**config.mk**
```make
export PLATFORM = sky130hd
export DESIGN_NAME = text_pixel_gen_flat
export DESIGN_NICKNAME = d
export VERILOG_FILES = /design/src/rtl/text_pixel_gen_if.sv /design/src/rtl/text_pixel_gen.sv /design/src/flat_wrapper.sv
export SDC_FILE = /design/constraint.sdc
export NUM_CORES = 1
export LEC_CHECK = 0
export CORE_ASPECT_RATIO = 0.6
export CORE_MARGIN = 2
export CORE_UTILIZATION = 27
export CTS_CLUSTER_DIAMETER = 200
export CTS_CLUSTER_SIZE = 28
export DETAILED_ROUTE_END_ITERATION = 10
export GPL_TIMING_DRIVEN = 0
export HOLD_SLACK_MARGIN = 0.06
export PLACE_DENSITY = 0.47
export SLEW_MARGIN = 20
export SYNTH_ARGS = -nofsm -noshare
export SYNTH_HDL_FRONTEND = slang
export SYNTH_SLANG_ARGS = --single-unit
```
**constraint.sdc**
```tcl
create_clock -name clk -period 5.4 [get_ports clk]
set_input_delay 1.08 -clock clk [delete_from_list [all_inputs] [get_ports clk]]
set_output_delay 1.08 -clock clk [all_outputs]
set_load 0.1 [all_outputs]
```
**src/rtl/text_pixel_gen_if.sv**
```systemverilog
`default_nettype none
// ============================================================================
// Module  : text_pixel_gen_if
// Brief   : Pixel stream (valid/ready) and FontRom bus between the text raster
//           engine (master) and its surroundings (slave).
// Revision: 1.0 - initial release
// ============================================================================
interface text_pixel_gen_if;
    logic        pix;
    logic        pix_valid;
    logic        pix_ready;
    logic        pix_eol;
    logic        pix_last;
    logic [13:0] font_ad;
    logic        font_ce;
    logic        font_oce;
    logic        font_dout;

    modport master (
        output pix, pix_valid, pix_eol, pix_last, font_ad, font_ce, font_oce,
        input  pix_ready, font_dout
    );

    modport slave (
        input  pix, pix_valid, pix_eol, pix_last, font_ad, font_ce, font_oce,
        output pix_ready, font_dout
    );
endinterface
`default_nettype wire

```
**src/rtl/text_pixel_gen.sv**
```systemverilog
`default_nettype none
// ============================================================================
// Module  : text_pixel_gen
// Brief   : Text-mode raster engine; streams 1-bit pixels of a COLS x ROWS
//           character buffer by addressing FontRom. Optional CHAR_INVERT_EN
//           stores a per-cell reverse-video flag (txt_data[7]).
// Revision: 1.0 - initial release
// ============================================================================
module text_pixel_gen #(
    parameter  int COLS  = 16,
    parameter  int ROWS  = 4,
    localparam int CELLS = COLS * ROWS,
    localparam int AW    = (CELLS > 1) ? $clog2(CELLS) : 1
) (
    input  wire            clk,
    input  wire            reset,
    input  wire            txt_we,
    input  wire  [AW-1:0]  txt_addr,
    input  wire  [7:0]     txt_data,
    input  wire            start,
    output logic           busy,
    output logic           frame_done,
    text_pixel_gen_if.master pif
);

    localparam int CW = (COLS > 1) ? $clog2(COLS) : 1;
    localparam int RW = (ROWS > 1) ? $clog2(ROWS) : 1;
`ifdef CHAR_INVERT_EN
    localparam int BW = 8;
`else
    localparam int BW = 7;
`endif

    localparam logic [1:0]    c_idle  = 2'd0;
    localparam logic [1:0]    c_run   = 2'd1;
    localparam logic [1:0]    c_drain = 2'd2;
    localparam logic [BW-1:0] c_space = BW'(32'h20);

    logic [1:0]    state_q, state_d;
    logic [RW-1:0] row_q, row_d;
    logic [3:0]    scan_q, scan_d;
    logic [CW-1:0] col_q, col_d;
    logic [2:0]    px_q, px_d;
    logic [BW-1:0] cbuf_q [CELLS];
    logic [BW-1:0] cbuf_d [CELLS];
    logic          pix_valid_q, pix_valid_d;
    logic          pix_eol_q, pix_eol_d;
    logic          pix_last_q, pix_last_d;
    logic          frame_done_q, frame_done_d;

    logic          w_advance;
    logic          w_ce;
    logic          w_accept;
    logic          w_eol;
    logic          w_last;
    logic [AW-1:0] w_cell;
    logic [BW-1:0] w_char;

    assign w_cell    = AW'(row_q) * AW'(COLS) + AW'(col_q);
    assign w_char    = cbuf_q[w_cell];
    assign w_advance = !pix_valid_q || pif.pix_ready;
    assign w_ce      = w_advance && ((state_q == c_run) ||
                                     ((state_q == c_drain) && pix_valid_q));
    assign w_accept  = pix_valid_q && pif.pix_ready;
    assign w_eol     = (col_q == CW'(COLS - 1)) && (px_q == 3'd7);
    assign w_last    = w_eol && (scan_q == 4'd15) && (row_q == RW'(ROWS - 1));

    // A write lands in the flop array, so a fetch in the same cycle sees the old code.
    always_comb begin
        cbuf_d = cbuf_q;
        if (txt_we && (int'(txt_addr) < CELLS)) begin
            cbuf_d[txt_addr] = txt_data[BW-1:0];
        end
    end

    always_comb begin
        state_d      = state_q;
        frame_done_d = 1'b0;
        row_d        = row_q;
        scan_d       = scan_q;
        col_d        = col_q;
        px_d         = px_q;
        case (state_q)
            c_idle: begin
                if (start) begin
                    state_d = c_run;
                    row_d   = '0;
                    scan_d  = '0;
                    col_d   = '0;
                    px_d    = '0;
                end
            end
            c_run: begin
                if (w_ce) begin
                    // Counters wrap naturally, so the frame ends with all of them at zero.
                    px_d = px_q + 3'd1;
                    if (px_q == 3'd7) begin
                        if (col_q == CW'(COLS - 1)) begin
                            col_d = '0;
                            if (scan_q == 4'd15) begin
                                scan_d = '0;
                                row_d  = (row_q == RW'(ROWS - 1)) ? '0 : row_q + RW'(1);
                            end else begin
                                scan_d = scan_q + 4'd1;
                            end
                        end else begin
                            col_d = col_q + CW'(1);
                        end
                    end
                    if (w_last) begin
                        state_d = c_drain;
                    end
                end
            end
            c_drain: begin
                if (w_accept) begin
                    state_d      = c_idle;
                    frame_done_d = 1'b1;
                end
            end
            default: state_d = c_idle;
        endcase
    end

    always_comb begin
        pix_valid_d = pix_valid_q;
        pix_eol_d   = pix_eol_q;
        pix_last_d  = pix_last_q;
        if (w_advance) begin
            if (state_q == c_run) begin
                pix_valid_d = 1'b1;
                pix_eol_d   = w_eol;
                pix_last_d  = w_last;
            end else begin
                pix_valid_d = 1'b0;
                pix_eol_d   = 1'b0;
                pix_last_d  = 1'b0;
            end
        end
    end

    always_ff @(posedge clk) begin
        if (reset) begin
            state_q      <= c_idle;
            row_q        <= '0;
            scan_q       <= '0;
            col_q        <= '0;
            px_q         <= '0;
            pix_valid_q  <= 1'b0;
            pix_eol_q    <= 1'b0;
            pix_last_q   <= 1'b0;
            frame_done_q <= 1'b0;
            for (int i = 0; i < CELLS; i++) begin
                cbuf_q[i] <= c_space;
            end
        end else begin
            state_q      <= state_d;
            row_q        <= row_d;
            scan_q       <= scan_d;
            col_q        <= col_d;
            px_q         <= px_d;
            pix_valid_q  <= pix_valid_d;
            pix_eol_q    <= pix_eol_d;
            pix_last_q   <= pix_last_d;
            frame_done_q <= frame_done_d;
            cbuf_q       <= cbuf_d;
        end
    end

`ifdef CHAR_INVERT_EN
    // Reverse-video flag travels with the address so it lines up with font_dout.
    logic inv_q, inv_d;

    always_comb begin
        inv_d = inv_q;
        if (w_advance) begin
            inv_d = (state_q == c_run) ? w_char[7] : 1'b0;
        end
    end

    always_ff @(posedge clk) begin
        if (reset) begin
            inv_q <= 1'b0;
        end else begin
            inv_q <= inv_d;
        end
    end

    assign pif.pix = pif.font_dout ^ inv_q;
`else
    logic w_unused_inv;
    assign w_unused_inv = txt_data[7];
    assign pif.pix      = pif.font_dout;
`endif

    assign pif.pix_valid = pix_valid_q;
    assign pif.pix_eol   = pix_eol_q;
    assign pif.pix_last  = pix_last_q;
    assign pif.font_ad   = (state_q == c_idle) ? 14'd0 : {w_char[6:0], scan_q, px_q};
    assign pif.font_ce   = w_ce;
    assign pif.font_oce  = 1'b1;
    assign busy          = (state_q != c_idle);
    assign frame_done    = frame_done_q;

endmodule
`default_nettype wire

```
**src/flat_wrapper.sv**
```systemverilog
// flat-port wrapper written by rule: the top's interface ports become plain ports
module text_pixel_gen_flat 
#(
    parameter  int COLS  = 16,
    parameter  int ROWS  = 4,
    localparam int CELLS = COLS * ROWS,
    localparam int AW    = (CELLS > 1) ? $clog2(CELLS) : 1
)
  (clk, reset, txt_we, txt_addr, txt_data, start, busy, frame_done, pif_pix, pif_pix_valid, pif_pix_eol, pif_pix_last, pif_font_ad, pif_font_ce, pif_font_oce, pif_pix_ready, pif_font_dout);
  text_pixel_gen_if pif_i ();
  input  wire clk;
  input  wire reset;
  input  wire txt_we;
  input  wire  [AW-1:0] txt_addr;
  input  wire  [7:0] txt_data;
  input  wire start;
  output logic busy;
  output logic frame_done;
  output wire logic [$bits(pif_i.pix)-1:0] pif_pix;
  output wire logic [$bits(pif_i.pix_valid)-1:0] pif_pix_valid;
  output wire logic [$bits(pif_i.pix_eol)-1:0] pif_pix_eol;
  output wire logic [$bits(pif_i.pix_last)-1:0] pif_pix_last;
  output wire logic [$bits(pif_i.font_ad)-1:0] pif_font_ad;
  output wire logic [$bits(pif_i.font_ce)-1:0] pif_font_ce;
  output wire logic [$bits(pif_i.font_oce)-1:0] pif_font_oce;
  input wire logic [$bits(pif_i.pix_ready)-1:0] pif_pix_ready;
  input wire logic [$bits(pif_i.font_dout)-1:0] pif_font_dout;
  assign pif_pix = pif_i.pix;
  assign pif_pix_valid = pif_i.pix_valid;
  assign pif_pix_eol = pif_i.pix_eol;
  assign pif_pix_last = pif_i.pix_last;
  assign pif_font_ad = pif_i.font_ad;
  assign pif_font_ce = pif_i.font_ce;
  assign pif_font_oce = pif_i.font_oce;
  assign pif_i.pix_ready = pif_pix_ready;
  assign pif_i.font_dout = pif_font_dout;
  text_pixel_gen #(.COLS(COLS), .ROWS(ROWS)) u_core (.clk(clk), .reset(reset), .txt_we(txt_we), .txt_addr(txt_addr), .txt_data(txt_data), .start(start), .busy(busy), .frame_done(frame_done), .pif(pif_i));
endmodule
```
# Yosys cells after proc, flatten, opt, wreduce, memory -nomap -nowiden
# Index checks and enable logic that the tools add are counted.
[op_classes] addsub=5 magnitude_cmp=3 n_eq_ne=13 mux=36 bitwise_logic=3 n_reduce_logical=19
[ops] op="bitwise mux 448 bit" count=1
[ops] op="binary-select mux 7 bit (select 6 bit)" count=1
[ops] op="demux 7 bit (select 6 bit)" count=1
[ops] op="two-way mux 4 bit" count=8
[ops] op="two-way mux 7 bit" count=3
[ops] op="two-way mux 2 bit" count=10
[ops] op="one-hot mux 4 bit (2 select lines)" count=2
[ops] op=">= comparator 7 bit (second input constant)" count=2
[ops] op="two-way mux 14 bit" count=1
[ops] op="NOT 6 -> 7 bit" count=2
[ops] op="inequality test 2 x 1 -> 1 bit (second input constant)" count=5
[ops] op="adder 4 x 1 -> 4 bit (second input constant)" count=2
[ops] op="equality test 4 bit (second input constant)" count=2
[ops] op="AND reduction 4 bit" count=2
[ops] op="logical AND 1 bit" count=7
[ops] op="less-than comparator 7 x 1 -> 1 bit (second input constant)" count=1
[ops] op="adder 6 x 4 -> 6 bit" count=1
[ops] op="two-way mux 3 bit" count=2
[ops] op="one-hot mux 2 bit (3 select lines)" count=1
[ops] op="one-hot mux 3 bit (2 select lines)" count=1
[ops] op="AND reduction 6 bit" count=1
[ops] op="AND reduction 5 bit" count=1
[ops] op="equality test 2 bit (second input constant)" count=2
[ops] op="two-way mux 1 bit" count=4
[ops] op="13 further kinds" count=16
[totals] ff_bits=467 input_bits=20 output_inout_bits=22 word_cells=152

# Logic depth before layout (Yosys ltp)
# Gate-level depths: netlist of run 1.
[logic_depth] word_depth=7 ltp_mapped=9 ltp_nobuf=7

# Worst setup path after synthesis of run 1
# OpenSTA, ideal clock, no wires.
[synth_path] kind="flip-flop to output port" startpoint="reg u_core.col_q[1]" endpoint="out pif_font_ad[12]" t_arrival_ns=2.903 t_required_ns=4.320 setup_slack_ns=1.417 path_stages_with_launch=8 n_path_buf=3 path_cell_list="dfxtp_1 -> buf_6 -> buf_2 -> buf_2 -> o31ai_1 -> o311ai_1 -> a21oi_1 -> o211ai_1"
[synth_between] elab_chain_cells=6
[synth_rtl] element="start, declared" line="text_pixel_gen.sv:42" source="logic [CW-1:0] col_q, col_d;"
[synth_rtl] element="start signal, assigned" line="text_pixel_gen.sv:160" source="col_q <= col_d;"
[synth_rtl] element="adder 6 x 4 -> 6 bit" line="text_pixel_gen.sv:59" source="assign w_cell = AW'(row_q) * AW'(COLS) + AW'(col_q);"
[synth_rtl] element="NOT 6 -> 7 bit (implied by the code)" line="text_pixel_gen.sv:60" source="assign w_char = cbuf_q[w_cell];"
[synth_rtl] element="binary-select mux 7 bit (select 6 bit)" line="text_pixel_gen.sv:60"
[synth_rtl] element="two-way mux 7 bit (implied by the code) (2 in a row)" line="text_pixel_gen.sv:60"
[synth_rtl] element="two-way mux 14 bit" line="text_pixel_gen.sv:199" source="assign pif.font_ad = (state_q == c_idle) ? 14'd0 : {w_char[6:0], scan_q, px_q};"
[synth_rtl] element="end, declared" line="flat_wrapper.sv:23" source="output wire logic [$bits(pif_i.font_ad)-1:0] pif_font_ad;"
# No other way between the ends. The select of a mux whose other input is x is not followed.

# Final worst setup path of run 1
[layout_path] startpoint="reg u_core.col_q[2]" endpoint="out pif_font_ad[9]"
# Same word-level chain as after synthesis.

==> results of run 1 <==
==> power breakdown <==
part,switching (mW),internal [mW],total (mW)
Clock,1.21,0.710,1.92
Sequential,0.0125,3.46,3.47
Combinational,0.462,0.132,0.594
==> flip-flops by register name, indices dropped and copies added, names as in the netlist <==
signal and cells:
u_core.cbuf_q 448, u_core.col_q 4, u_core.frame_done 1, u_core.pif.pix_eol 1
u_core.pif.pix_last 1, u_core.pif.pix_valid 1, u_core.px_q 3, u_core.row_q 2
u_core.scan_q 4, u_core.state_q 2
==> worst max-delay path: stages (launching register included) <==
cell and delay (ns):
dfxtp_1 0.33, buf_4 0.19, buf_4 0.32, buf_2 0.50, buf_2 0.60, mux2i_1 0.76
a22oi_1 0.15, nand3_1 0.21, nand2_1 0.13, clkdlybuf4s15_2 0.49
==> stage by stage <==
| stage | std cells | setup slack [ns] | area [µm²] |
|---|---|---|---|
| after floorplan | 2154 | 1.42 | 20900 |
| after global placement | 3193 | 0.0151 | 22500 |
| after detailed placement | 3193 | 0.0270 | 22500 |
| after CTS | 3215 | 0.0584 | 23000 |
| after global routing | 3215 | 0.0307 | 23000 |
| final | 3216 | 0.0233 | 23000 |
==> final cells by class <==
class                           count  area, µm²
Antenna cell                        1       2.50
Buffer                            194        876
Clock buffer                       21        526
Clock inverter                      1       11.3
Fill cell                        8049      54100
Inverter                            4       15.0
Multi-Input combinational cell   1489      10700
Sequential cell                   467       9350
Tap cell                         1012       1270
Timing Repair Buffer               27        258
==> worst max-delay path by stage <==
stage                     depth (start not counted)              end  slack, ns
final                                             9   pif_font_ad[9]       0.02
after global routing                              9   pif_font_ad[9]       0.03
after floorplan                                   7  pif_font_ad[12]       1.42
after global placement                            8  pif_font_ad[12]       0.02
after CTS                                         8  pif_font_ad[12]       0.06
after detailed placement                          8  pif_font_ad[12]       0.03
==> logic make-up (layout without fill, tap and decap cells) <==
group                      Yosys count  in the layout  share of synthesized area [%]
other                                1              2                         0.0179
adders and majority gates            5              5                          0.299
buffers and inverters              198            247                           4.24
DFF                                467            467                           44.7
AOI/OAI and AO/OA                  274            274                           7.52
and+or+nand+nor                    807            807                           17.1
muxes                              400            400                           26.1
xor gates and xnor gates             2              2                         0.0837
==> cell usage in the layout (no fill, tap or decap), types with 8 or more instances in the layout <==
| cell type | Yosys | layout |
|---|---|---|
| a211o_1 | 9 | 9 |
| a21oi_1 | 191 | 191 |
| a22oi_1 | 13 | 13 |
| buf_1 | 9 | 9 |
| buf_2 | 40 | 41 |
| buf_4 | 13 | 13 |
| clkbuf_1 | 126 | 125 |
| clkbuf_16 | 0 | 21 |
| clkdlybuf4s50_1 | 0 | 20 |
| dfxtp_1 | 467 | 467 |
| mux2_2 | 8 | 8 |
| mux2i_1 | 276 | 275 |
| mux4_2 | 116 | 116 |
| nand2_1 | 278 | 278 |
| nand2b_1 | 9 | 9 |
| nand3_1 | 183 | 183 |
| nor2_1 | 250 | 250 |
| nor2_2 | 25 | 25 |
| nor2b_1 | 18 | 18 |
| o211ai_1 | 32 | 32 |
==> repair_timing <==
| item | 4_1_cts | 5_1_grt |
|---|---|---|
| resized for setup | 21 | 5 |
| cloned | 0 | 0 |
| endpoints found under the setup margin | 7 | 4 |
==> layer usage <==
metal	global-route usage (%)	vias to the layer above	wire (µm)
met5	0	-	0
met4	2.89	0	1250
met3	7.76	70	12000
met2	27.6	1002	32100
met1	34.3	9018	42800
li1	-	7658	-
==> results.yml, run 1 <==
logic_synthesis:
  syn-cell-area_mm2: 0.0209
  synthArstFlopShare_pct: 0
  ys_seq_area_share_pct: 44.7
  ys_types: 54
  syn_inst: 2154
  synth_top_area_cell: "dfxtp_1"
  ys_warn_count: 0
  yosys_register_bits: 467
  synth_nets: 2179
  synth.area.top_cells: "dfxtp_1 45%, mux2i_1 13%, mux4_2 12%, nand2_1 5.0%, a21oi_1 4.6%"
  synth_edf_count: 0
  synth_flop_cell: "dfxtp_1"
  synth_top_cell_area_share_pct: 44.7
  yosysMostFrequentCell: "dfxtp_1"
  synth_common_cells: "467 x dfxtp_1, 278 x nand2_1, 276 x mux2i_1"
  synth.avg_cell_area_um2: 9.72
floorplan:
  io_pins: 42
  core_mm2: 0.0771
  die-area_mm2: 0.0799
  rows: 79
  die_w_um: 364
  initial_core_util_pct: 27.2
  chipHeight_um: 220
sta:
  fin_tns_setup_ns: 0
  slew_headroom_pct: 14.9
  skew_ns: 0.0182
  tightest_slew_ns: 1.28
  rsz0062_at_grt: "false"
  fmax_ghz: 0.186
  finalMaxSlewViolations: 0
  fin_crit_sh_pct: 99.6
  finalSetupViolCount: 0
  whs_ns: 0.462
  min_period_ns: 5.38
  hold_viol: 0
cells_and_area:
  nNetsFinal: 2228
  area.growth.synth_to_final_pct: 9.93
  drive_gt1_share_pct: 11.5
  fin_util_pct: 29.9
critical_path:
  path_class: "flip-flop to output pin"
  critPathCaptureType: "output pin"
  r2r_start: "u_core.col_q[0]"
  worstPathRequired_ns: 4.32
  cp-startpoint: "u_core.col_q[2]"
  r2r_setup_slack_ns: 2.90
  arrival_ns: 4.30
  cp-start-kind: "flip-flop"
  r2r_end: "u_core.col_q[3]"
  rr_worst_depth: 8
  worstPathMaxFanout: 10
power_and_ir_drop:
  peakVddDrop_mv: 0.209
  total_power_mw: 5.98
  p_leak_nw: 7.24
  p_per_area_mw_per_mm2: 260
grt:
  grt.overflow.total: 0
  grt_max_degree: 29
  grt_pass1_vias: 16395
  grt_first_pass_wirelength_um: 124000
  grtUsageTotal_pct: 21.7
  antenna_found_initial: 5
detailed_routing:
  drt-total-wl_um: 88200
  dr.pass1.iters: 6
  via_per_inst: 5.52
  route.detailed.drc: 0
  num_vias: 17748
  wl_per_cell_um: 27.4
  drt_iter0_markers: 2485
  ant_nets: 0
min_path:
  hold_depth: 2
  worstHoldPathType: "flip-flop to flip-flop"
  hold_start: "u_core.cbuf_q[415]"
  hold-path-endpoint: "u_core.cbuf_q[415]"
clock_tree:
  h-tree-depth: 1
  tritoncts: "done"
  cts_buffers: 20
  post_cts_buffers: 0
  cts_hold_buf: 0
  cts_sinks: 467
  cts.clk_slew.worst_paths_ns: 0.11
  clock_path_buffers: 3
  clock_latency_ns: 0.61
  cts-root-buf: "clkbuf_16"
flow_run:
  drv_cap: 0
placed_design:
  post-dp-hpwl_um: 65500
  gp_congestion: 0.971
  io_buffers: 27
outcome:
  outcome: "finished clean"
No activity file was read; power rests on OpenSTA's default activity.
==> run 2: changes to the inputs <==
--- a/config.mk
+++ b/config.mk
@@ -11,10 +11,10 @@
 export CTS_CLUSTER_DIAMETER = 200
 export CTS_CLUSTER_SIZE = 28
 export DETAILED_ROUTE_END_ITERATION = 10
-export GPL_TIMING_DRIVEN = 0
 export HOLD_SLACK_MARGIN = 0.06
-export PLACE_DENSITY = 0.47
+export PLACE_DENSITY = 0.51
 export SLEW_MARGIN = 20
 export SYNTH_ARGS = -nofsm -noshare
 export SYNTH_HDL_FRONTEND = slang
 export SYNTH_SLANG_ARGS = --single-unit
+export TNS_END_PERCENT = 30
==> run 2 against run 1 <==
Largest cell class unchanged. First-iteration DRC count decreased by 44%. Setup slack improved by 0.25 ns. Combinational power decreased by 25%. Highest routed layer is now met5. Cell count decreased by 4.5%. Power decreased by 3.1%. Sequential cell count unchanged.
==> results.yml, run 2 (same netlist as run 1, synthesis figures left out) <==
outcome:
  outcome: "finished clean"
sta:
  tightest_slew_ns: 1.07
  min_period_ns: 5.12
  rsz0062_at_grt: "false"
  fmax_ghz: 0.195
  hold_viol: 0
  finalMaxSlewViolations: 0
  slew_headroom_pct: 28.6
  fin_tns_setup_ns: 0
  fin_crit_sh_pct: 94.8
  finalSetupViolCount: 0
  skew_ns: 0.00902
clock_tree:
  cts.clk_slew.worst_paths_ns: 0.11
  cts-root-buf: "clkbuf_16"
  h-tree-depth: 1
  clock_path_buffers: 3
  tritoncts: "done"
  cts_hold_buf: 0
  cts_sinks: 467
  cts_buffers: 20
  post_cts_buffers: 0
  post_cts_resized: 0
  clock_latency_ns: 0.58
cells_and_area:
  regMostFlops: "u_core.cbuf_q"
  top_regs: "u_core.cbuf_q (448), u_core.col_q (4), u_core.scan_q (4)"
  largest_reg_flops: 448
  drive_gt1_share_pct: 12.0
  final_common_cell: "dfxtp_1"
  fin_cells: 3072
  n_antenna_cell: 0
  final_area_mm2: 0.0226
  layout_common_cells: "464 x dfxtp_1, 278 x nand2_1, 276 x mux2i_1"
  nNetsFinal: 2083
  area.growth.synth_to_final_pct: 8.07
grt:
  grt_pass1_vias: 15119
  grt.overflow.total: 0
  grtUsageTotal_pct: 15.6
  grt_max_degree: 166
  grt_first_pass_wirelength_um: 95600
  antenna_found_initial: 3
critical_path:
  worstPathMaxFanout: 40
  rr_worst_depth: 6
  crit_end: "pif_font_ad[13]"
  cp-start-kind: "flip-flop"
  r2r_end: "u_core.row_q[1]"
  path_class: "flip-flop to output pin"
  cp-startpoint: "u_core.col_q[0]"
  arrival_ns: 4.04
  critPathCaptureType: "output pin"
  r2r_setup_slack_ns: 2.83
  r2r_start: "u_core.col_q[1]"
  worstPathRequired_ns: 4.32
power_and_ir_drop:
  p_leak_nw: 7.05
  peakVddDrop_mv: 0.180
  p_per_area_mw_per_mm2: 256
detailed_routing:
  num_vias: 15857
  wl_per_cell_um: 20.7
  drt-total-wl_um: 63500
  route.detailed.drc: 0
  ant_nets: 0
  dr.pass1.iters: 5
  via_per_inst: 5.16
  drt_iter0_markers: 1384
min_path:
  hold_depth: 2
  worstHoldPathType: "flip-flop to flip-flop"
flow_run:
  drv_cap: 0
floorplan:
  chipHeight_um: 220
  die-area_mm2: 0.0799
  core_mm2: 0.0771
  die_w_um: 364
  rows: 79
  initial_core_util_pct: 27.2
  io_pins: 42
placed_design:
  post-dp-hpwl_um: 40200
  placed_cells: 3048
  io_buffers: 37
  place_area_mm2: 0.0221
  gp_congestion: 0.824
-- run 2: cell count changes in the layout (fill, tap and decap cells not counted), sizes merged --
cell / delta
clkbuf: -126
buf: -15
clkdlybuf4s15: -3
clkdlybuf4s50: +2
diode: -1
dlygate4sd2: -1
-- run 2: worst max-delay path, stage by stage, from the launching register on --
cell and delay [ns]:
dfxtp_4 0.98, buf_4 0.36, mux4_2 0.52, mux2i_1 0.53
a221oi_1 0.32, o21ai_1 0.20, nand2_1 0.21, buf_4 0.29
-- run 2: worst min path at each step --
| stage | endpoint | from |
|---|---|---|
| after detailed placement | u_core.cbuf_q[92] | u_core.cbuf_q[92] |
| after floorplan | u_core.cbuf_q[327] | u_core.cbuf_q[327] |
| after CTS | u_core.cbuf_q[92] | u_core.cbuf_q[92] |
| final | u_core.cbuf_q[301] | u_core.cbuf_q[301] |
| after global routing | u_core.cbuf_q[315] | u_core.cbuf_q[315] |
| after global placement | u_core.cbuf_q[327] | u_core.cbuf_q[327] |
-- run 2: where the power goes --
| group | internal [mW] | switching, mW |
|---|---|---|
| Combinational | 0.124 | 0.323 |
| Sequential | 3.46 | 0.0349 |
| Clock | 0.715 | 1.14 |
| Total | 4.30 | 1.50 |
-- run 2: routing by layer --
layer	GRT usage, %	part of all wire, %
met5	0	0.017
met4	2.89	1.7
met3	3.80	8.3
met2	21.6	40
met1	24.1	50
-- run 2: metrics by stage --
step	setup slack, ns	power, mW	util, %	hold slack (ns)
floorplan	1.42	3.88	-	0.427
global placement	1.08	4.01	28.6	0.437
detailed placement	1.06	4.02	28.6	0.446
CTS	0.404	5.85	29.3	0.461
global route	0.0748	6.03	29.3	0.477
finish	0.278	5.80	29.3	0.460
-- run 2: layout make-up --
cell class                 instances  area [µm²]
multi-input combinational       1489       10700
tap                             1012        1270
clock inverter                     1        11.3
sequential                       467        9360
timing repair buffer              76         718
clock buffer                      23         533
fill                            7990       54500
inverter                           4        15.0
